--- config.mk ---
export PLATFORM = sky130hd
export DESIGN_NAME = iq_sum_round
export DESIGN_NICKNAME = d
export VERILOG_FILES = /design/src/rtl/iq_pkg.sv /design/src/rtl/conv_round.sv /design/src/rtl/iq_sum_round.sv
export SDC_FILE = /design/constraint.sdc
export NUM_CORES = 1
export LEC_CHECK = 0
export ABC_CLOCK_PERIOD_IN_PS = 2700
export CORE_ASPECT_RATIO = 1.25
export CORE_MARGIN = 1
export CORE_UTILIZATION = 52
export DETAILED_ROUTE_END_ITERATION = 10
export PLACE_DENSITY_LB_ADDON = 0.08
export SETUP_SLACK_MARGIN = 0.5
export SLEW_MARGIN = 10
export SYNTH_ARGS = -nofsm -noshare
export SYNTH_HDL_FRONTEND = slang
export SYNTH_SLANG_ARGS = --single-unit
--- constraint.sdc ---
create_clock -name i_clk -period 2.7 [get_ports i_clk]
set_input_delay 0.81 -clock i_clk [delete_from_list [all_inputs] [get_ports i_clk]]
set_output_delay 0.81 -clock i_clk [all_outputs]
set_load 0.01 [all_outputs]
--- src/rtl/iq_pkg.sv ---
// Shared defaults and width helpers for the IQ modulator output stages.
package iq_pkg;

    localparam int IQ_NP = 30;
    localparam int IQ_OW = 16;

    // Difference of two unsigned NP-bit products needs one extra sign bit.
    function automatic int iq_nd(input int np);
        return np + 1;
    endfunction

    function automatic int iq_drop(input int nd, input int ow);
        return nd - ow;
    endfunction

endpackage

--- src/rtl/conv_round.sv ---
// Convergent (round-half-to-even) rounding of a signed ND-bit word to OW bits,
// with clamping at the positive maximum. The negative side cannot overflow.
module conv_round
    import iq_pkg::*;
#(
    parameter int ND = 31,
    parameter int OW = 16
) (
    input  logic [ND-1:0] d_i,
    output logic [OW-1:0] q_o
);

    localparam int DROP = iq_drop(ND, OW);

    generate
        if (DROP == 0) begin : g_pass
            assign q_o = d_i;
        end else begin : g_round
            localparam logic [DROP-1:0] HALF   = DROP'(1) << (DROP - 1);
            localparam logic [OW-1:0]   POSMAX = {1'b0, {(OW-1){1'b1}}};

            logic [OW-1:0]   keep;
            logic [DROP-1:0] frac;
            logic            round_up;

            assign keep     = d_i[ND-1:DROP];
            assign frac     = d_i[DROP-1:0];
            assign round_up = (frac > HALF) || ((frac == HALF) && keep[0]);
            assign q_o      = (round_up && (keep != POSMAX)) ? keep + OW'(1) : keep;
        end
    endgenerate

endmodule

--- src/rtl/iq_sum_round.sv ---
// I/Q product combiner: signed difference, convergent rounding to the DAC width,
// valid/ready output, and the shared pipeline enable for the upstream multipliers.
module iq_sum_round
    import iq_pkg::*;
#(
    parameter int NP = IQ_NP,
    parameter int OW = IQ_OW
) (
    input  logic          i_clk,
    input  logic          i_reset_n,
    input  logic [NP-1:0] i_p_i,
    input  logic          i_aux_i,
    input  logic [NP-1:0] i_p_q,
    input  logic          i_aux_q,
    output logic          o_ce,
    output logic          o_valid,
    input  logic          i_ready,
    output logic [OW-1:0] o_data,
    output logic          o_err
);

    localparam int ND = iq_nd(NP);

    logic [ND-1:0] d1_q, d1_d;
    logic          v1_q, v1_d;
    logic [OW-1:0] data_q, data_d;
    logic          valid_q, valid_d;
    logic          err_q, err_d;
    logic [OW-1:0] rounded;
    logic          ce;

    // Combinational so a stalled output freezes the multipliers in the same cycle.
    assign ce = !valid_q || i_ready;

    conv_round #(
        .ND (ND),
        .OW (OW)
    ) u_round (
        .d_i (d1_q),
        .q_o (rounded)
    );

    always_comb begin
        d1_d    = d1_q;
        v1_d    = v1_q;
        data_d  = data_q;
        valid_d = valid_q;
        err_d   = err_q;
        if (ce) begin
            d1_d    = {1'b0, i_p_i} - {1'b0, i_p_q};
            v1_d    = i_aux_i;
            data_d  = rounded;
            valid_d = v1_q;
            err_d   = err_q | (i_aux_i ^ i_aux_q);
        end
    end

    always_ff @(posedge i_clk or negedge i_reset_n) begin
        if (!i_reset_n) begin
            d1_q    <= '0;
            v1_q    <= 1'b0;
            data_q  <= '0;
            valid_q <= 1'b0;
            err_q   <= 1'b0;
        end else begin
            d1_q    <= d1_d;
            v1_q    <= v1_d;
            data_q  <= data_d;
            valid_q <= valid_d;
            err_q   <= err_d;
        end
    end

    assign o_ce    = ce;
    assign o_valid = valid_q;
    assign o_data  = data_q;
    assign o_err   = err_q;

endmodule

==> reports/metrics.yaml <==
status: "finished, violations left"
violations: "setup timing"
max_stage_delay_ps: 440
crit_top_cell: "buf_4"
placed_cells: 756
power.share.sequential: 0.317
holdBufCountCts: 0
place.gp.congestion: 0.848
synthFlopType: "dfrtp_1"
stdcell_count: 797
cts_max_level: 2
p_leak_uw: 0.00301
path_class: "primary input to flip-flop"
power.internal_uw: 2230
syn_avg_cell_area_um2: 7.98
clock_latency_ps: 310
hold_viol_final: 0
cts_buffers: 5
core_area_um2: 7440
wl_per_cell_um: 24.7
power.switching_uw: 1390
cts_sinks: 50
ys_top_cells_by_area: "dfrtp_1 (31%), ha_1 (9.7%), nand2_1 (6.3%)"
synth_top_area_frac: 0.312
ys_seq_area_frac: 0.312
peakVddDrop_mv: 0.539
drt-total-wl_mm: 19.7
cap_violations: 0
antenna_left: 0
period_needed_ps: 2810
path_cells: "buf_6 -> inv_2 -> ha_4 -> buf_4 -> buf_4 -> nand2_1 -> o21ai_0 -> nor4b_2 -> a211oi_4 -> buf_4 -> buf_4 -> xor2_2 -> o21ai_1"
cp_num_buf_inv: 6
clkPwrFrac: 0.178
cp.required_ps: 2860
synth_warnings: 0
slew_viol_final: 0
fmax_ghz: 0.356
port_buffers: 83
grt_max_degree: 61
antenna_found_initial: 0
drt_iter0_drc: 463
syn_inst: 503
rrSetupSlack_ps: 490
ys_ff_latch: 50
synth_commonest_cells: "nand2_1 (67), dfrtp_1 (50), a21oi_1 (47)"
overflow: 0
place_hpwl_mm: 9.09
cts_root_buf: "clkbuf_8"
combPwrFrac: 0.505
die_area_um2: 8080
initial_core_util: 0.539
cts.clk_slew.worst_paths_ps: 100
row_count: 35
clock_path_buffers: 2
worstPathArrival_ps: 2970
cts_tree: "done"
cp-start-kind: "primary input"
vias: 5418
critPathTopFamily: "buffers and inverters"
yosysMostFrequentCell: "nand2_1"
final_area_um2: 7000
swShare: 0.384
grt_usage: 0.395
power_density_nw_per_um2: 519
cp_slowest_cell: "o21ai_0"
tightest_slew_ps: 572
grt_pass1_vias: 5114
pin_count: 84
async_reset_ff_frac: 1.00
vias_per_cell: 6.80
die_h_um: 100
syn_nets: 600
rsz0062_at_grt: "true"
syn_to_final_growth_pct: 74.2
final_layout_size_suffix_gt1_frac: 0.452
yosysTopAreaCell: "dfrtp_1"
final.setup_skew_ps: 11.7
setup_viol: 4
drc_errors: 0
worst-path-max-fanout: 4
die-width_um: 80.6
grt_pass1_wl_mm: 24.2
synth_edf_count: 0
placed_cell_area_um2: 5970
hp-class: "primary input to async pin"
yosysUniqueCellTypes: 64
firstDrtPassIters: 7
finalCritPeriodShare: 1.04
synth_area_um2: 4020
diodes: 0
cp-end-kind: "flip-flop"
final_nets: 801
slew_headroom: 0.619
fin_ws_ps: -110
## final cells by class
cell class	count	area, um2
timing repair buffer	212	1840
multi-input combinational	394	3430
clock inverter	2	60.1
inverter	41	206
clock buffer	6	82.6
fill	223	449
tap	92	115
sequential	50	1260
## placed cells by master, fill, tap and decap left out, types with 5 or more instances in the layout
| cell | Yosys | final |
|---|---|---|
| clkdlybuf4s50_1 | 0 | 29 |
| nand2_2 | 0 | 5 |
| inv_2 | 1 | 22 |
| xor2_1 | 19 | 18 |
| ha_4 | 0 | 28 |
| a21o_1 | 7 | 6 |
| nor2_1 | 43 | 37 |
| buf_2 | 4 | 13 |
| o211ai_1 | 5 | 5 |
| a21oi_1 | 47 | 27 |
| o21ai_2 | 0 | 8 |
| nand3_1 | 8 | 7 |
| dlymetal6s2s_1 | 0 | 5 |
| a21oi_4 | 0 | 6 |
| o21ai_1 | 3 | 12 |
| buf_4 | 1 | 107 |
| a21oi_2 | 0 | 14 |
| nand4_1 | 9 | 9 |
| xnor2_1 | 20 | 18 |
| dlygate4sd2_1 | 0 | 5 |
| o21ai_0 | 42 | 25 |
| dfrtp_1 | 50 | 46 |
| buf_6 | 0 | 31 |
| clkbuf_8 | 0 | 6 |
| clkdlybuf4s15_1 | 0 | 16 |
| inv_1 | 40 | 13 |
| nand2_1 | 67 | 58 |
| nand2b_1 | 8 | 8 |
## path summary, 6_finish.rpt
check | from | to | depth (start not counted)
min reg2reg | o_err$_DFFE_PN0P_ | o_err$_DFFE_PN0P_ | 1
max in group asynchronous | i_reset_n | d1_q[20]$_DFFE_PN0P_ | 2
min | i_reset_n | d1_q[9]$_DFFE_PN0P_ | 1
max reg2reg | d1_q[20]$_DFFE_PN0P_ | o_data[2]$_DFFE_PN0P_ | 7
max | i_p_q[13] | d1_q[22]$_DFFE_PN0P_ | 13
min in group i_clk | o_err$_DFFE_PN0P_ | o_err$_DFFE_PN0P_ | 1
## power groups by stage
stage	registers (uW)	clock network, uW	logic, uW
global placement	1110	0	1330
detailed placement	1130	0	1380
CTS	1110	643	1550
floorplan	1130	0	727
finish	1150	644	1830
global route	1170	672	1920
## logic make-up after synthesis
group                      after synthesis  synth area share
AOI/OAI and AO/OA                      142             0.219
xor gates and xnor gates                39            0.0851
adders and majority gates               32             0.102
buffers and inverters                   59            0.0573
DFF                                     50             0.312
muxes                                    4           0.00997
and+or+nand+nor                        177             0.216
## layer usage
| metal | up-vias | wire [um] | global-route usage |
|---|---|---|---|
| met2 | 538 | 9200 | 0.722 |
| met1 | 2465 | 6250 | 0.390 |
| met4 | 0 | 2440 | 0.288 |
| li1 | 2171 | - | - |
| met3 | 244 | 1800 | 0.0727 |
| met5 | - | 0 | 0 |
## stage by stage
step	TNS [ps]	setup slack [ps]	hold WS (ps)	power (uW)	utilization
after floorplan	0	121	430	1860	-
final	-327	-110	437	3630	0.940
after detailed placement	-10560	-593	450	2510	0.802
after global routing	-272	-141	461	3760	0.940
after CTS	0	188	428	3310	0.905
after global placement	-9380	-518	440	2440	0.802
## timing repair
item | CTS | global route
gates resized for setup | 257 | 56
pin swaps | 77 | 40
buffers inserted | 23 | 10
setup endpoints to repair | 33 | 39
## flip-flops by register name (all words and copies together) (netlist names)
| signal | flops |
|---|---|
| o_err | 1 |
| o_valid | 1 |
| o_data | 16 |
| v1_q | 1 |
| d1_q | 31 |
Note: power is estimated with default switching activity, not from simulation.
